## src/rtl/div_pkg.sv

```systemverilog
// Shared types and constants for the divider issue/complete sequencer.
package div_pkg;

  localparam int DIV_XLEN  = 32;
  localparam int DIV_TAG_W = 5;

  typedef enum logic [1:0] {
    DIV  = 2'b00,
    DIVU = 2'b01,
    REM  = 2'b10,
    REMU = 2'b11
  } div_op_e;

  typedef struct packed {
    logic                 valid;
    logic [DIV_TAG_W-1:0] tag;
    logic                 is_rem;
    logic                 neg_q;
    logic                 neg_r;
  } div_shadow_t;

endpackage

```

## src/rtl/div_result_fifo.sv

```systemverilog
// In-order result buffer between the divider completion point and writeback.
module div_result_fifo #(
  parameter int DEPTH = 8,
  parameter int WIDTH = 37
) (
  input  logic                       clk,
  input  logic                       rst,
  input  logic                       push,
  input  logic [WIDTH-1:0]           wdata,
  input  logic                       pop,
  output logic [WIDTH-1:0]           rdata,
  output logic [$clog2(DEPTH+1)-1:0] count
);

  localparam int PW = (DEPTH > 1) ? $clog2(DEPTH) : 1;
  localparam int CW = $clog2(DEPTH+1);

  logic [WIDTH-1:0] mem [DEPTH];
  logic [PW-1:0]    wr_ptr;
  logic [PW-1:0]    rd_ptr;
  logic             pop_ok;

  assign pop_ok = pop && (count != '0);
  // Empty head reads as zero so the result port is clean out of reset.
  assign rdata  = (count != '0) ? mem[rd_ptr] : '0;

  // NOTE: storage is deliberately not reset; only pointers and count
  // carry state that matters, and the head is masked while empty.
  always_ff @(posedge clk) begin
    if (push) mem[wr_ptr] <= wdata;
  end

  // NOTE: sequential state uses non-blocking assignments only.
  always_ff @(posedge clk or posedge rst) begin
    if (rst) begin
      wr_ptr <= '0;
      rd_ptr <= '0;
      count  <= '0;
    end else begin
      if (push)   wr_ptr <= (wr_ptr == PW'(DEPTH-1)) ? '0 : wr_ptr + PW'(1);
      if (pop_ok) rd_ptr <= (rd_ptr == PW'(DEPTH-1)) ? '0 : rd_ptr + PW'(1);
      case ({push, pop_ok})
        2'b10:   count <= count + CW'(1);
        2'b01:   count <= count - CW'(1);
        default: ;
      endcase
    end
  end

endmodule

```

## src/rtl/div_sequencer.sv

```systemverilog
// Issue/complete controller for the fixed-latency pipelined unsigned divider.
// Optional perf counters enabled by defining DIV_SEQ_PERF_COUNTERS_EN.
module div_sequencer
  import div_pkg::*;
#(
  parameter int LATENCY = 8,
  parameter int DEPTH   = 8,
  parameter int TAG_W   = DIV_TAG_W
) (
  input  logic                clk,
  input  logic                rst,
  input  logic                in_valid,
  output logic                in_ready,
  input  logic [1:0]          in_op,
  input  logic [DIV_XLEN-1:0] in_a,
  input  logic [DIV_XLEN-1:0] in_b,
  input  logic [TAG_W-1:0]    in_tag,
  output logic [DIV_XLEN-1:0] div_dividend,
  output logic [DIV_XLEN-1:0] div_divisor,
  input  logic [DIV_XLEN-1:0] div_quotient,
  input  logic [DIV_XLEN-1:0] div_remainder,
  output logic                out_valid,
  input  logic                out_ready,
  output logic [DIV_XLEN-1:0] out_result,
  output logic [TAG_W-1:0]    out_tag,
  output logic                busy
`ifdef DIV_SEQ_PERF_COUNTERS_EN
  ,
  output logic [31:0]         perf_issued,
  output logic [31:0]         perf_stalls
`endif
);

  localparam int CW = $clog2(DEPTH+1);
  localparam int LW = $clog2(LATENCY+1);

  // The shadow entry's tag field is sized by the package.
  if (TAG_W != DIV_TAG_W) begin : g_tag_w_check
    $error("div_sequencer: TAG_W must equal div_pkg::DIV_TAG_W");
  end

  div_op_e       op;
  logic          is_signed;
  logic          is_rem;
  logic          accept;
  div_shadow_t   entry;
  div_shadow_t   shadow [LATENCY];
  div_shadow_t   last;
  logic [LW-1:0] inflight;
  logic [CW-1:0] fifo_count;
  logic [31:0]   outstanding;
  logic [DIV_XLEN-1:0] res_mag;
  logic [DIV_XLEN-1:0] result;
  logic          res_neg;

  assign op        = div_op_e'(in_op);
  assign is_signed = (op == DIV) || (op == REM);
  assign is_rem    = (op == REM) || (op == REMU);

  // Credits cover both the divider pipeline and the FIFO, so a completing
  // result always finds a free slot even though the divider cannot stall.
  assign outstanding = 32'(inflight) + 32'(fifo_count);
  assign in_ready    = outstanding < 32'(DEPTH);
  assign busy        = outstanding != '0;
  assign accept      = in_valid && in_ready;

  assign div_dividend = (is_signed && in_a[DIV_XLEN-1]) ? -in_a : in_a;
  assign div_divisor  = (is_signed && in_b[DIV_XLEN-1]) ? -in_b : in_b;

  always_comb begin
    entry        = '0;
    entry.valid  = accept;
    entry.tag    = in_tag;
    entry.is_rem = is_rem;
    entry.neg_q  = is_signed && (in_a[DIV_XLEN-1] ^ in_b[DIV_XLEN-1]) && (in_b != '0);
    entry.neg_r  = is_signed && in_a[DIV_XLEN-1];
  end

  always_ff @(posedge clk or posedge rst) begin
    if (rst) begin
      for (int i = 0; i < LATENCY; i++) shadow[i] <= '0;
    end else begin
      shadow[0] <= entry;
      for (int i = 1; i < LATENCY; i++) shadow[i] <= shadow[i-1];
    end
  end

  assign last = shadow[LATENCY-1];

  always_ff @(posedge clk or posedge rst) begin
    if (rst) begin
      inflight <= '0;
    end else begin
      case ({accept, last.valid})
        2'b10:   inflight <= inflight + LW'(1);
        2'b01:   inflight <= inflight - LW'(1);
        default: ;
      endcase
    end
  end

  // Divide-by-zero and signed overflow fall out of the unsigned divider's
  // results combined with these sign fixups.
  assign res_mag = last.is_rem ? div_remainder : div_quotient;
  assign res_neg = last.is_rem ? last.neg_r : last.neg_q;
  assign result  = res_neg ? -res_mag : res_mag;

  assign out_valid = fifo_count != '0;

  div_result_fifo #(
    .DEPTH (DEPTH),
    .WIDTH (DIV_XLEN + TAG_W)
  ) u_fifo (
    .clk   (clk),
    .rst   (rst),
    .push  (last.valid),
    .wdata ({result, last.tag}),
    .pop   (out_valid && out_ready),
    .rdata ({out_result, out_tag}),
    .count (fifo_count)
  );

`ifdef DIV_SEQ_PERF_COUNTERS_EN
  always_ff @(posedge clk or posedge rst) begin
    if (rst) begin
      perf_issued <= '0;
      perf_stalls <= '0;
    end else begin
      if (accept)                 perf_issued <= perf_issued + 32'd1;
      if (in_valid && !in_ready)  perf_stalls <= perf_stalls + 32'd1;
    end
  end
`endif

endmodule

```

## config.mk

```make
export PLATFORM = sky130hd
export DESIGN_NAME = div_sequencer
export DESIGN_NICKNAME = d
export VERILOG_FILES = /design/src/rtl/div_pkg.sv /design/src/rtl/div_result_fifo.sv /design/src/rtl/div_sequencer.sv
export SDC_FILE = /design/constraint.sdc
export NUM_CORES = 1
export LEC_CHECK = 0
export CORE_AREA = 5 5 181 200
export CTS_BUF_LIST = sky130_fd_sc_hd__clkbuf_4 sky130_fd_sc_hd__clkbuf_8 sky130_fd_sc_hd__clkbuf_16
export DETAILED_ROUTE_END_ITERATION = 16
export DIE_AREA = 0 0 186 205
export DONT_BUFFER_PORTS = 1
export GPL_TIMING_DRIVEN = 0
export PLACE_DENSITY = 0.74
export SYNTH_ARGS = -nofsm -noshare
export SYNTH_HDL_FRONTEND = slang
export SYNTH_HIERARCHICAL = 1
export SYNTH_SLANG_ARGS = --single-unit
export TNS_END_PERCENT = 5
```

## constraint.sdc

```tcl
create_clock -name clk -period 10.75 [get_ports clk]
set_clock_uncertainty 0.1 [all_clocks]
set_input_delay 3.225 -clock clk [delete_from_list [all_inputs] [get_ports clk]]
set_output_delay 3.225 -clock clk [all_outputs]
set_load 0.01 [all_outputs]
```

==> impl_metrics.ini <==
[outcome]
outcome = finished, final reports clean

[detailed_routing]
wl_per_cell_um = 25.5
first_pass_iters = 5
vias_per_cell = 6.22
drc_errors = 0
drtAntennaViolNets = 0
vias = 9455
drt_first_iter_violations = 837
postRouteWirelength_um = 38700

[global_route]
antenna_found_initial = 0
grt_max_degree = 69
grt_usage = 0.203
grt_pass1_vias = 10152
grt_pass1_wl_um = 58800
grt_overflow = 0

[synthesis]
ys_types = 67
synth_async_sr_flop_share = 0.225
ys_seq_elements = 382
syn-num-nets = 1157
synth_ff_type = edfxtp_1
synth.top_cell.area_share = 0.534
synth_enable_flop_cells = 296
yosysTopAreaCell = edfxtp_1
synth_warnings = 6
avgSynthCellArea_um2 = 16.7
synth_seq_area_share = 0.663
netlist_area_mm2 = 0.0167
synth_area_leaders = edfxtp_1 (53%), dfrtp_1 (13%), mux4_2 (10%)
syn_inst = 999

[clock_tree]
cts_buffers = 38
cts_tree = done
post_cts_buffers = 0
clkLatencyLatePin_ns = 0.53
cts.clk_slew.worst_paths_ns = 0.06
htreeDepth = 2
cts.sinks = 382
cts_resized = 0
cts_root_buf = clkbuf_16
clk_path_buf_depth = 3
ctsHoldBuffers = 0

[final_layout]
drive_above_1_share = 0.204
area_growth_pct = 12.5
layout_common_cells = edfxtp_1 (296), dfrtp_1 (86), mux4_2 (74), xnor2_1 (59), clkbuf_16 (39)
final_common_cell = edfxtp_1
n_antenna_cell = 0
layout.nets = 1212

[sta]
finalSetupViolations = 0
worstMarginPinSlew_ns = 0.969
drv_slew = 0
relSlewSlack = 0.347
max_freq_ghz = 0.116
report.final.hold_viol_count = 0
period_needed_ns = 8.63
period_share = 0.803
worst_slack_ns = 2.12
setup_tns_ns = 0
rsz0062_at_grt = no

[pwr]
power_frac_comb = 0.298
p_int_mw = 3.07
powerDensity_mw_per_mm2 = 237
p_leak_nw = 6.42
irDropWorstVdd_v = 0.000118
pwr-share-seq = 0.413
power.switching_fraction = 0.308
p_clk_frac = 0.289
p_sw_mw = 1.37

[critical_path]
crit_arrival_ns = 5.30
cp-start-kind = primary input
end_kind = output port
critPathMaxFanout = 5
required_ns = 7.43
r2r-start = last[2]
worstSetupPathType = in2out
startpoint = in_b[1]

[die]
die-area_mm2 = 0.0381
dieHeight_um = 205
die_w_um = 186
rows = 71
ios = 243
start_util = 0.491
core_mm2 = 0.0339

[place]
place_congestion = 0.962
io_buffers = 0
hpwl_um = 26600
place_ws_ns = 2.14

[job]
cap_violations = 0

[worst_hold_path]
hp-start = shadow[37]
min_path_type = reg2reg
[cell families (layout without fill, tap and decap cells)]
kind of cell,Yosys count,after routing,share of synthesized area
multiplexers,110,110,0.123
AND/OR/NAND/NOR,171,171,0.0606
adder cells (fa/ha/maj),19,19,0.0152
buffers and inverters,70,152,0.0224
XOR/XNOR,96,96,0.0505
AO/OA/AOI/OAI,151,151,0.0661
flip-flops,382,382,0.663
[worst max-delay path, cell delays in order]
cell,delay (ns)
inv_1,0.05
ha_1,0.18
or4b_4,0.49
or3_4,0.38
nand3b_1,0.32
o21ai_0,0.43
xnor2_1,0.23
[registers in the layout, indices dropped and copies added (netlist names)]
register	cells
u_fifo/count	4
u_fifo/mem	296
shadow	63
u_fifo/rd_ptr	3
inflight	4
last	9
u_fifo/wr_ptr	3
[metal layers]
metal	share of wire	global-route usage	up-vias
met3	0.10	0.0472	79
li1	-	-	4041
met1	0.37	0.260	4805
met2	0.50	0.347	530
met4	0.028	0.0622	0
met5	0	0	-
[final timing paths]
kind	end	slack, ns	depth (start not counted)
max in group asynchronous	shadow[56]	7.64	2
worst min-delay path	shadow[28]	0.23	0
worst max-delay path	div_divisor[28]	2.12	7
min in group asynchronous	shadow[28]	2.36	1
worst min register to register	shadow[28]	0.23	0
worst max register to register	u_fifo/mem[7][29]	5.98	11
[power groups by stage]
stage / logic [mW] / registers (mW) / clock network [mW]
2_1_floorplan: 0.979 / 1.84 / 0
3_3_place_gp: 1.28 / 1.87 / 0
3_5_place_dp: 1.34 / 1.86 / 0
4_1_cts: 1.34 / 1.84 / 1.32
5_1_grt: 1.43 / 1.85 / 1.38
6_report: 1.32 / 1.84 / 1.28
[Yosys cell counts (4+ instances only)]
| cell | instances |
|---|---|
| a22o_1 | 38 |
| o41ai_1 | 11 |
| ha_1 | 17 |
| o21ai_0 | 31 |
| nor2_1 | 37 |
| mux2_2 | 12 |
| or4_1 | 7 |
| clkbuf_1 | 15 |
| and2_1 | 5 |
| a21o_1 | 4 |
| mux4_2 | 74 |
| edfxtp_1 | 296 |
| buf_4 | 4 |
| xnor2_1 | 59 |
| xor2_1 | 37 |
| inv_1 | 24 |
| buf_1 | 7 |
| dfrtp_1 | 86 |
| or3_1 | 5 |
| buf_2 | 12 |
| nand2b_1 | 15 |
| buf_6 | 5 |
| nor4_1 | 9 |
| nor2b_1 | 4 |
| o32ai_1 | 5 |
| o31ai_1 | 16 |
| nand2_1 | 28 |
| nand3_1 | 6 |
| nor3b_1 | 7 |
| mux2i_1 | 24 |
| nor3_1 | 19 |
| a41oi_1 | 4 |
| or2_2 | 5 |
| a31oi_1 | 4 |
| a21oi_1 | 22 |
[stage by stage]
stage	area (um^2)	hold slack [ns]	cells	util	power [mW]
after floorplan	16700	0.231	999	-	2.82
final	18700	0.232	1519	0.552	4.44
after detailed placement	17500	0.235	1452	0.516	3.20
after CTS	18700	0.228	1519	0.552	4.50
after global routing	18700	0.242	1519	0.552	4.66
after global placement	17200	0.232	1437	0.507	3.14
[area by class of cell]
type | instances | area, um^2
Buffer | 46 | 283
Clock buffer | 53 | 1110
Clock inverter | 14 | 126
Fill cell | 2649 | 15200
Inverter | 24 | 92.6
Multi-Input combinational cell | 547 | 5300
Sequential cell | 382 | 11000
Tap cell | 438 | 548
Timing Repair Buffer | 15 | 241
Note: power is estimated with default switching activity, not from simulation.
